==> src/rtl/sargantana_icache_refill_buffer.sv <==
// Icache miss-refill buffer: latches a miss, issues one line request to L2,
// assembles the response beats into a line and presents it for the array write.
// Optional critical-beat bypass is enabled by defining ICACHE_REFILL_BYPASS_EN.
module sargantana_icache_refill_buffer #(
   parameter int unsigned LINE_W = 256,
   parameter int unsigned BEAT_W = 64,
   parameter int unsigned TAG_W  = 20,
   parameter int unsigned IDX_W  = 6,
   parameter int unsigned N_WAY  = 4,
   localparam int unsigned N_BEATS = LINE_W / BEAT_W,
   localparam int unsigned CNT_W   = (N_BEATS > 1) ? $clog2(N_BEATS) : 1
) (
   input  logic                   clk_i,
   input  logic                   rstn_i,
   input  logic                   miss_i,
   input  logic [TAG_W-1:0]       miss_tag_i,
   input  logic [IDX_W-1:0]       miss_idx_i,
   input  logic [N_WAY-1:0]       miss_way_i,
   input  logic                   flush_i,
   output logic                   req_valid_o,
   input  logic                   req_ready_i,
   output logic [TAG_W+IDX_W-1:0] req_addr_o,
   input  logic                   rsp_valid_i,
   input  logic [BEAT_W-1:0]      rsp_data_i,
   input  logic                   rsp_error_i,
`ifdef ICACHE_REFILL_BYPASS_EN
   input  logic [CNT_W-1:0]       bypass_chunk_i,
   output logic                   bypass_valid_o,
   output logic [BEAT_W-1:0]      bypass_data_o,
`endif
   output logic                   fill_valid_o,
   input  logic                   fill_ack_i,
   output logic [LINE_W-1:0]      fill_data_o,
   output logic [TAG_W-1:0]       fill_tag_o,
   output logic [IDX_W-1:0]       fill_idx_o,
   output logic [N_WAY-1:0]       fill_way_o,
   output logic                   busy_o,
   output logic                   error_o
);

   localparam logic [CNT_W-1:0] LastBeat = CNT_W'(N_BEATS - 1);

   typedef enum logic [2:0] {StIdle, StReq, StRecv, StFill, StDrain} state_e;

   state_e              state_q, state_d;
   logic [TAG_W-1:0]    tag_q, tag_d;
   logic [IDX_W-1:0]    idx_q, idx_d;
   logic [N_WAY-1:0]    way_q, way_d;
   logic [CNT_W-1:0]    cnt_q, cnt_d;
   logic [LINE_W-1:0]   buf_q, buf_d;
   logic                err_q, err_d;
   logic                error_q, error_d;
`ifdef ICACHE_REFILL_BYPASS_EN
   logic [CNT_W-1:0]    chunk_q, chunk_d;
   logic                byp_valid_q, byp_valid_d;
   logic [BEAT_W-1:0]   byp_data_q, byp_data_d;
`endif

   // Next-state logic for the refill FSM, beat counter and line buffer.
   always_comb begin
      state_d = state_q;
      tag_d   = tag_q;
      idx_d   = idx_q;
      way_d   = way_q;
      cnt_d   = cnt_q;
      buf_d   = buf_q;
      err_d   = err_q;
      error_d = 1'b0;
`ifdef ICACHE_REFILL_BYPASS_EN
      chunk_d     = chunk_q;
      byp_valid_d = 1'b0;
      byp_data_d  = byp_data_q;
`endif
      unique case (state_q)
         StIdle: begin
            if (miss_i) begin
               tag_d   = miss_tag_i;
               idx_d   = miss_idx_i;
               way_d   = miss_way_i;
               cnt_d   = '0;
               err_d   = 1'b0;
`ifdef ICACHE_REFILL_BYPASS_EN
               chunk_d = bypass_chunk_i;
`endif
               state_d = StReq;
            end
         end
         StReq: begin
            if (flush_i) begin
               // An accepted request still returns beats; they must be drained.
               state_d = req_ready_i ? StDrain : StIdle;
            end else if (req_ready_i) begin
               state_d = StRecv;
            end
         end
         StRecv: begin
            if (flush_i) begin
               // A beat in the flush cycle is counted but not stored.
               if (rsp_valid_i) begin
                  cnt_d   = (cnt_q == LastBeat) ? '0 : cnt_q + CNT_W'(1);
                  state_d = (cnt_q == LastBeat) ? StIdle : StDrain;
               end else begin
                  state_d = StDrain;
               end
            end else if (rsp_valid_i) begin
               buf_d[cnt_q*BEAT_W +: BEAT_W] = rsp_data_i;
               err_d = err_q | rsp_error_i;
`ifdef ICACHE_REFILL_BYPASS_EN
               if (cnt_q == chunk_q && !rsp_error_i) begin
                  byp_valid_d = 1'b1;
                  byp_data_d  = rsp_data_i;
               end
`endif
               if (cnt_q == LastBeat) begin
                  cnt_d = '0;
                  if (err_q || rsp_error_i) begin
                     error_d = 1'b1;
                     state_d = StIdle;
                  end else begin
                     state_d = StFill;
                  end
               end else begin
                  cnt_d = cnt_q + CNT_W'(1);
               end
            end
         end
         StFill: begin
            // Flush wins over an ack in the same cycle; either way the line leaves.
            if (flush_i || fill_ack_i) begin
               state_d = StIdle;
            end
         end
         StDrain: begin
            if (rsp_valid_i) begin
               if (cnt_q == LastBeat) begin
                  cnt_d   = '0;
                  state_d = StIdle;
               end else begin
                  cnt_d = cnt_q + CNT_W'(1);
               end
            end
         end
         default: state_d = StIdle;
      endcase
   end

   // State and datapath registers with asynchronous reset.
   always_ff @(posedge clk_i or negedge rstn_i) begin
      if (!rstn_i) begin
         state_q <= StIdle;
         tag_q   <= '0;
         idx_q   <= '0;
         way_q   <= '0;
         cnt_q   <= '0;
         buf_q   <= '0;
         err_q   <= 1'b0;
         error_q <= 1'b0;
`ifdef ICACHE_REFILL_BYPASS_EN
         chunk_q     <= '0;
         byp_valid_q <= 1'b0;
         byp_data_q  <= '0;
`endif
      end else begin
         state_q <= state_d;
         tag_q   <= tag_d;
         idx_q   <= idx_d;
         way_q   <= way_d;
         cnt_q   <= cnt_d;
         buf_q   <= buf_d;
         err_q   <= err_d;
         error_q <= error_d;
`ifdef ICACHE_REFILL_BYPASS_EN
         chunk_q     <= chunk_d;
         byp_valid_q <= byp_valid_d;
         byp_data_q  <= byp_data_d;
`endif
      end
   end

   assign req_valid_o  = (state_q == StReq);
   assign req_addr_o   = {tag_q, idx_q};
   assign fill_valid_o = (state_q == StFill);
   assign fill_data_o  = buf_q;
   assign fill_tag_o   = tag_q;
   assign fill_idx_o   = idx_q;
   assign fill_way_o   = way_q;
   assign busy_o       = (state_q != StIdle);
   assign error_o      = error_q;
`ifdef ICACHE_REFILL_BYPASS_EN
   assign bypass_valid_o = byp_valid_q;
   assign bypass_data_o  = byp_data_q;
`endif

`ifndef SYNTHESIS
   // L2 must not return beats before the request has been accepted.
   a_no_beat_in_req: assert property (@(posedge clk_i) disable iff (!rstn_i)
      !(state_q == StReq && rsp_valid_i));
`endif

endmodule
==> config.mk <==
export PLATFORM = sky130hd
export DESIGN_NAME = sargantana_icache_refill_buffer
export DESIGN_NICKNAME = d
export VERILOG_FILES = /design/src/rtl/sargantana_icache_refill_buffer.sv
export SDC_FILE = /design/constraint.sdc
export NUM_CORES = 1
export LEC_CHECK = 0
export ABC_CLOCK_PERIOD_IN_PS = 3900
export CAP_MARGIN = 15
export CORE_MARGIN = 5
export CORE_UTILIZATION = 30
export CTS_CLUSTER_SIZE = 10
export DETAILED_ROUTE_END_ITERATION = 16
export DONT_BUFFER_PORTS = 1
export GPL_ROUTABILITY_DRIVEN = 0
export PLACE_DENSITY_LB_ADDON = 0.1
export SLEW_MARGIN = 20
export SYNTH_ARGS = -nofsm -noshare
export SYNTH_HDL_FRONTEND = slang
export SYNTH_SLANG_ARGS = --single-unit
==> constraint.sdc <==
create_clock -name clk_i -period 3.9 [get_ports clk_i]
set_input_delay 1.17 -clock clk_i [delete_from_list [all_inputs] [get_ports clk_i]]
set_output_delay 1.17 -clock clk_i [all_outputs]
set_load 0.05 [all_outputs]
# Word-level counts from Yosys, hierarchy flattened
# Index checks and enable logic that the tools add are counted.
op_classes:
  eq_ne: 15
  shifts: 2
  n_reduce_logical: 12
  muxes: 28
  bitwise_logic: 2
  add_sub_neg: 2
ops:
  columns: ["op", "n"]
  rows:
  - ["256-bit bitwise mux", 1]
  - ["64-bit by 34-bit variable shift with 256-bit output, first input constant", 1]
  - ["64-bit by 34-bit indexed part select with 256-bit output", 1]
  - ["3-bit 2-to-1 mux", 12]
  - ["8-bit negator with 34-bit output", 1]
  - ["3-bit one-hot mux with 5 select lines", 1]
  - ["2-bit inequality test, second input constant", 5]
  - ["1-bit 2-to-1 mux", 8]
  - ["2-bit 2-to-1 mux", 4]
  - ["7-bit AND reduction", 1]
  - ["3-bit by 2-bit == test with 1-bit output, second input constant", 2]
  - ["3-bit inequality test, second input constant", 2]
  - ["3-bit AND reduction", 2]
  - ["2-bit by 1-bit inequality test with 1-bit output, second input constant", 2]
  - ["2-bit one-hot mux with 2 select lines", 1]
  - ["4-bit AND reduction", 1]
  - ["2-bit nonzero test", 2]
  - ["3-bit by 1-bit == test with 1-bit output, second input constant", 1]
  - ["3-bit == test, second input constant", 1]
  - ["3-bit logical NOT", 1]
  - ["3-bit by 2-bit inequality test with 1-bit output, second input constant", 1]
  - ["3-bit nonzero test", 1]
  - ["2-bit by 1-bit adder with 2-bit output, second input constant", 1]
  - ["2-bit == test, second input constant", 1]
  - ["6 further kinds", 7]
totals:
  ff_bits: 293
  output_inout_bits: 316
  input_bits: 102

# Logic depth before layout (Yosys ltp)
# Gate-level depths: netlist of the first run.
depth:
  depth_word: 6
  mapped_depth: 7
  depth_no_buf: 5

# Worst setup path before layout of the first run
# OpenSTA, ideal clock, no wires.
synth_timing:
  path_type: "flip-flop to output port"
  from: "reg state_q[1]"
  to: "out req_valid_o"
  t_arrival_ns: 1.787
  path_buffers: 1
  t_required_ns: 2.730
  stages_incl_launch_ff: 3
  path_slack_ns: 0.943
  cell_sequence: "dfrtp_1 clkbuf_1 nor3b_1"
synth_between:
  elab_chain_cells: 1
synth_rtl:
  columns: ["element", "line", "source"]
  rows:
  - ["start: declaration", "45", "state_e state_q, state_d;"]
  - ["start signal: assignment", "150", "state_q <= StIdle;"]
  - ["start signal: assignment", "164", "state_q <= state_d;"]
  - ["3-bit by 1-bit == test with 1-bit output", "180", "assign req_valid_o = (state_q == StReq);"]
  - ["end: declaration", "20", "output logic req_valid_o,"]
# No other way between the ends.

# Final worst setup path of the first run
layout_timing:
  from: "reg state_q[0]"
  to: "out req_valid_o"
# Same word-level chain as after synthesis.

==> results of run 1 <==
==> state kept, by name (all words and copies together), names as in the netlist <==
signal / cells
error_o: 1
cnt_q: 2
fill_idx_o: 6
fill_tag_o: 20
fill_way_o: 4
err_q: 1
fill_data_o: 256
state_q: 3
==> per-layer routing <==
metal / global-route usage, % / vias up / routed length (um)
met2: 25.32 / 285 / 18780
met5: 0 / - / 0
met1: 18.52 / 3935 / 15610
li1: - / 3664 / -
met3: 8.381 / 60 / 4526
met4: 4.454 / 0 / 1007
==> layout by cell type, fill, tap and decap left out, drive strengths merged, types with 2 or more instances in the layout <==
cell type	instances
nor3b	5
mux2i	257
clkbuf	54
o21ai	2
dfrtp	293
buf	17
and3b	2
nor4b	2
ha	6
inv	261
nand2	258
mux2	32
a31oi	2
and3	4
nor2	7
clkinv	2
==> through the flow <==
| stage | total power (W) | utilization (%) |
|---|---|---|
| after CTS | 0.01530 | 33.04 |
| final | 0.01503 | 33.04 |
| after floorplan | 0.01105 | - |
| after global routing | 0.01583 | 33.04 |
| after detailed placement | 0.01198 | 30.53 |
| after global placement | 0.01192 | 30.53 |
==> synth_stat cells, types with 2 or more instances <==
cell type | instances | area (sq um)
ha_1 | 6 | 75.07
a31oi_1 | 2 | 12.51
mux2i_1 | 257 | 2572
buf_1 | 10 | 37.54
inv_1 | 260 | 975.9
dfrtp_1 | 293 | 7332
clkbuf_1 | 15 | 56.30
nor3b_1 | 5 | 37.54
buf_12 | 28 | 560.5
o21ai_0 | 2 | 10.01
nor2_1 | 7 | 26.28
nand2_1 | 258 | 968.4
buf_2 | 8 | 40.04
mux2_2 | 32 | 360.4
and3b_1 | 2 | 17.52
and3_4 | 4 | 45.04
nor4b_4 | 2 | 47.55
buf_4 | 26 | 195.2
==> power groups by stage <==
| stage | combinational, W | sequential (W) | clock (W) |
|---|---|---|---|
| after global placement | 0.00241 | 0.00951 | 0 |
| after global routing | 0.00281 | 0.00955 | 0.00347 |
| after floorplan | 0.00262 | 0.00843 | 0 |
| final | 0.00242 | 0.00938 | 0.00323 |
| after CTS | 0.00249 | 0.00944 | 0.00336 |
| after detailed placement | 0.00249 | 0.00948 | 0 |
==> kinds of logic after synthesis <==
group,share of synthesized area (%)
AOI/OAI and AO/OA,0.4552
xor gates and xnor gates,0.06504
adders and majority gates,0.5574
buffers and inverters,13.94
DFF,54.44
muxes,21.78
and+or+nand+nor,8.770
==> worst paths after layout <==
| check | slack (ns) | from | end | cells after the start |
|---|---|---|---|---|
| worst max-delay path | 0.80 | state_q[0] | req_valid_o | 1 |
| worst min-delay path | 0.33 | rstn_i | fill_data_o[112] | 0 |
| worst max register to register | 1.28 | cnt_q[0] | fill_data_o[21] | 6 |
| worst min register to register | 0.50 | err_q | err_q | 2 |
| max in group asynchronous | 2.88 | rstn_i | fill_data_o[164] | 0 |
| min in group clk_i | 0.50 | err_q | err_q | 2 |
==> area by class of cell <==
class                      count  area [sq um]
multi-input combinational    589          4280
sequential                   293          7332
clock inverter                 3         18.77
inverter                     260         975.9
tap                          592         740.7
timing repair buffer          17         202.7
fill                        4523         29670
clock buffer                  54          1092
==> results.md, run 1 <==
* Syn Inst Count at 1230
* Clock skew at 0.01198 ns
* Min Tclk post-route at 3.099 ns
* Die Wd at 221.9 um
* Clock-pin slew on the worst setup and hold paths at 0.05 ns
* Vias in the first global route at 8392
* Final setup viols at 0
* Drt wl/cell at 22.08 um
* Critical Path End Type: output port
* Cell area after synthesis at 13470 sq um
* Worst path arrival time at 1.93 ns
* Gr ovfl total at 0
* Post-synthesis register bit count at 293
* # clock sinks at 293
* Crit-path slowest cell: nor3b_2
* IO buf count at 0
* Global-route usage over all layers at 15.78%
* Logic gate share of total power at 16.1%
* Initial core utilization at 30.39%
* Netlist cell types at 31
* Fin cells at 1808
* Cts hold-fix bufs at 0
* Post-route clock period utilization at 79.47%
* Net Sw Frac at 53.96%
* Initial antenna violation count at 0
* Leakage power at 6.617 nW
* Sequential share of power at 62.4%
* Status: finished, final reports clean
* Die area at 49230 sq um
* Starting DRT DRC Count at 489
* Drt total wl at 39930 um
* Clock group share of total power at 21.5%
* Avg Cell Area, Syn at 10.95 sq um
* Hpwl dp at 25920 um
* Final slew viol count at 0
* Sequential fraction of the synthesis area at 54.44%
* Pwr Density at 1027 nW/um^2
* Router iterations before antenna repair at 4
* Final hold viol count at 0
* Root Driver: clkbuf_16
* Total CTS buffers at 37
* CP delay by family, top: simple AND/OR/NAND/NOR gates
* CTS resizes at 0
* Skew-Pair Late Insertion Delay at 0.54 ns
* Site Rows at 77
* CP Data Required Time at 2.73 ns
* Hold Crit Class: input port to asynchronous set/reset pin
* CP max FO at 10
* Dpl cells at 1751
* Synthesized net count at 1338
* Final nets at 1306
* Fin worst setup slack at 0.8006 ns
* First-pass GRT wire length at 59560 um
* Fraction of layout cells with a size suffix above 1 at 8.882%
* Dpl cell area at 13530 sq um
* Setup bufs post-CTS at 0
* Achievable frequency at 322.6 MHz
* Via count at 7944
* Minimum hold slack at 0.3330 ns
* Setup tns final at 0 ns
* Tightest Pin Transition at 0.9439 ns
* Final instance area at 14640 sq um
* Via-to-Cell Ratio at 4.394
* Pint at 0.006921 W
* Post-synth EDFFs at 0
* Core Area at 44320 sq um
* Io pins at 418
* Crit path largest cell delay at 0.80 ns
* Async SR Flop Fraction at 100.0%
* Rel. slew slack at 37.07%
* DRC errors left at 0
* Kind of critical path: register to output port
* Top_reg_cell synth: dfrtp_1
* Die H at 221.9 um
* Cells along the critical path: nor3b_2
* CTS Buffer Depth at 3
* Largest net degree at the start of global routing at 294
* Max-cap violations at 0
* H-tree depth at 2
* DRT antenna net count at 0
* Buf/Inv on CP at 0
* Synthesis Warnings at 0
* Peak supply drop at 0.6124 mV
* NetSw at 0.008111 W
* N_diodes at 0
* P&R area growth vs syn at 8.724%
* CTS tree: yes
* RSZ-0062 raised after global routing: false
* Dpl ws at 1.045 ns
* CP startpoint kind: register
Power figures use the tool's default switching activity.
==> run 2: changes to the inputs <==
Settings changed: ABC_CLOCK_PERIOD_IN_PS 3900 to 3200.
Clock period 3.9 ns to 3.2 ns, I/O delays scaled along.
==> run 2 against run 1 <==
Against the previous run:
- register-to-register slack got worse by 0.34 ns
- sequential power up 22%
- cell count is 0.28% higher
- hold slack got worse by 0.21 ns
- utilization grew 0.19 points
- clock power up 23%
- critical endpoint is now busy_o
- largest cell class unchanged
- highest routed layer unchanged
==> results.md, run 2 (synthesis gave the netlist of run 1 again) <==
* Skew-Pair Late Insertion Delay at 0.54 ns (about the same)
* Final setup viols at 0 (unchanged)
* Worst path arrival time at 1.74 ns (was 1.93 ns)
* Max reg flops at 256 (unchanged)
* Cts hold-fix bufs at 0 (unchanged)
* Initial antenna violation count at 0 (unchanged)
* Final core occ at 33.23% (was 33.04%)
* Io pins at 418 (unchanged)
* CP Data Required Time at 2.24 ns (was 2.73 ns)
* DRT antenna net count at 0 (unchanged)
* Achievable frequency at 370.2 MHz
* Gr ovfl total at 0 (unchanged)
* Pwr Density at 1243 nW/um^2 (was 1027 nW/um^2)
* Largest net degree at the start of global routing at 294 (unchanged)
* N_diodes at 0 (unchanged)
* Clock-pin slew on the worst setup and hold paths at 0.05 ns (about the same)
* Setup tns final at 0 ns (unchanged)
* Status: finished, final reports clean (unchanged)
* Buf/Inv on CP at 0 (unchanged)
* Clock skew at 0.01319 ns (was 0.01198 ns)
* Crit path largest cell delay at 0.67 ns (was 0.80 ns)
* Hold Crit Class: input port to asynchronous set/reset pin (unchanged)
* Total CTS buffers at 37 (unchanged)
* Peak supply drop at 0.7897 mV (was 0.6124 mV)
* Site Rows at 77 (unchanged)
* Cells along the critical path: or3_1 (was nor3b_2)
* # clock sinks at 293 (unchanged)
* H-tree depth at 2 (unchanged)
* Tightest Pin Transition at 0.9421 ns (was 0.9439 ns)
* CP startpoint kind: register (unchanged)
* CTS resizes at 0 (unchanged)
* Max-cap violations at 0 (unchanged)
* P&R area growth vs syn at 9.346% (was 8.724%)
* Post-route clock period utilization at 84.41%
* CP delay by family, top: simple AND/OR/NAND/NOR gates (unchanged)
* Die Wd at 221.9 um (unchanged)
* Final slew viol count at 0 (unchanged)
* Hpwl dp at 26200 um (was 25920 um)
* Router iterations before antenna repair at 4 (unchanged)
* IO buf count at 0 (unchanged)
* Commonest cells after routing, fill and taps aside: 293 x dfrtp_1, 260 x inv_1, 258 x nand2_1, 257 x mux2i_1, 39 x clkbuf_16 (unchanged)
* Leakage power at 6.641 nW (was 6.617 nW)
* Commonest non-fill, non-tap cell in the layout: dfrtp_1 (unchanged)
* First-pass GRT wire length at 59820 um (was 59560 um)
* Rel. slew slack at 37.19% (was 37.07%)
* Min Tclk post-route at 2.701 ns
* Starting DRT DRC Count at 454 (was 489)
* Vias in the first global route at 8441 (was 8392)
* Die area at 49230 sq um (unchanged)
* Final hold viol count at 0 (unchanged)
* Kind of critical path: register to output port (unchanged)
* Core Area at 44320 sq um (unchanged)
* Drt wl/cell at 21.88 um (was 22.08 um)
* Die H at 221.9 um (unchanged)
* RSZ-0062 raised after global routing: false (unchanged)
* Global-route usage over all layers at 15.82% (was 15.78%)
* CTS Buffer Depth at 3 (unchanged)
* Critical Path End Type: output port (unchanged)
* Via count at 7971 (was 7944)
* Initial core utilization at 30.39% (unchanged)
* Final nets at 1308 (was 1306)
* Setup bufs post-CTS at 0 (unchanged)
* DRC errors left at 0 (unchanged)
* Drt total wl at 39670 um (was 39930 um)
* CTS tree: yes (unchanged)
* Total power at 0.01830 W (was 0.01503 W)
* Root Driver: clkbuf_16 (unchanged)
* Fraction of layout cells with a size suffix above 1 at 8.927% (was 8.882%)
* CP max FO at 10 (unchanged)
* Via-to-Cell Ratio at 4.397 (was 4.394)
* Crit-path slowest cell: or3_1 (was nor3b_2)
run 2: cell type report:
type | instances | area [sq um]
Timing Repair Buffer | 19 | 267.8
Tap cell | 592 | 740.7
Multi-Input combinational cell | 589 | 4280
Clock inverter | 1 | 8.758
Sequential cell | 293 | 7332
Clock buffer | 59 | 1121
Inverter | 260 | 975.9
Fill cell | 4555 | 29590
run 2: stage by stage:
stage	worst slack [ns]	area, sq um	hold WS [ns]	std cells
after floorplan	0.4532	13470	0.4635	1230
after global placement	0.6896	13600	0.4886	1753
after detailed placement	0.6195	13600	0.4961	1753
after CTS	0.4359	14730	0.08107	1813
after global routing	0.4126	14730	0.08447	1813
final	0.4990	14730	0.1268	1813
run 2: worst paths after layout:
check,start,end,slack (ns),cells past startpoint
setup / recovery,state_q[2],busy_o,0.50,1
setup reg to reg,cnt_q[0],fill_data_o[198],0.94,6
min in group clk_i,err_q,err_q,0.50,2
hold / removal,rstn_i,fill_data_o[112],0.13,0
hold reg to reg,err_q,err_q,0.50,2
max in group asynchronous,rstn_i,fill_data_o[9],2.49,0
run 2: routing by layer:
metal | vias up | routed length (um) | GRT usage (%)
li1 | 3689 | - | -
met1 | 3935 | 16120 | 19.61
met2 | 305 | 18360 | 24.53
met3 | 42 | 4434 | 7.838
met4 | 0 | 761 | 4.534
met5 | - | 0 | 0
run 2: where the power goes:
part | switching [W] | internal, W | total, W
combinational | 0.00173 | 0.00117 | 0.00290
sequential | 0.00654 | 0.00489 | 0.0114
clock | 0.00159 | 0.00238 | 0.00397
total | 0.00986 | 0.00844 | 0.0183
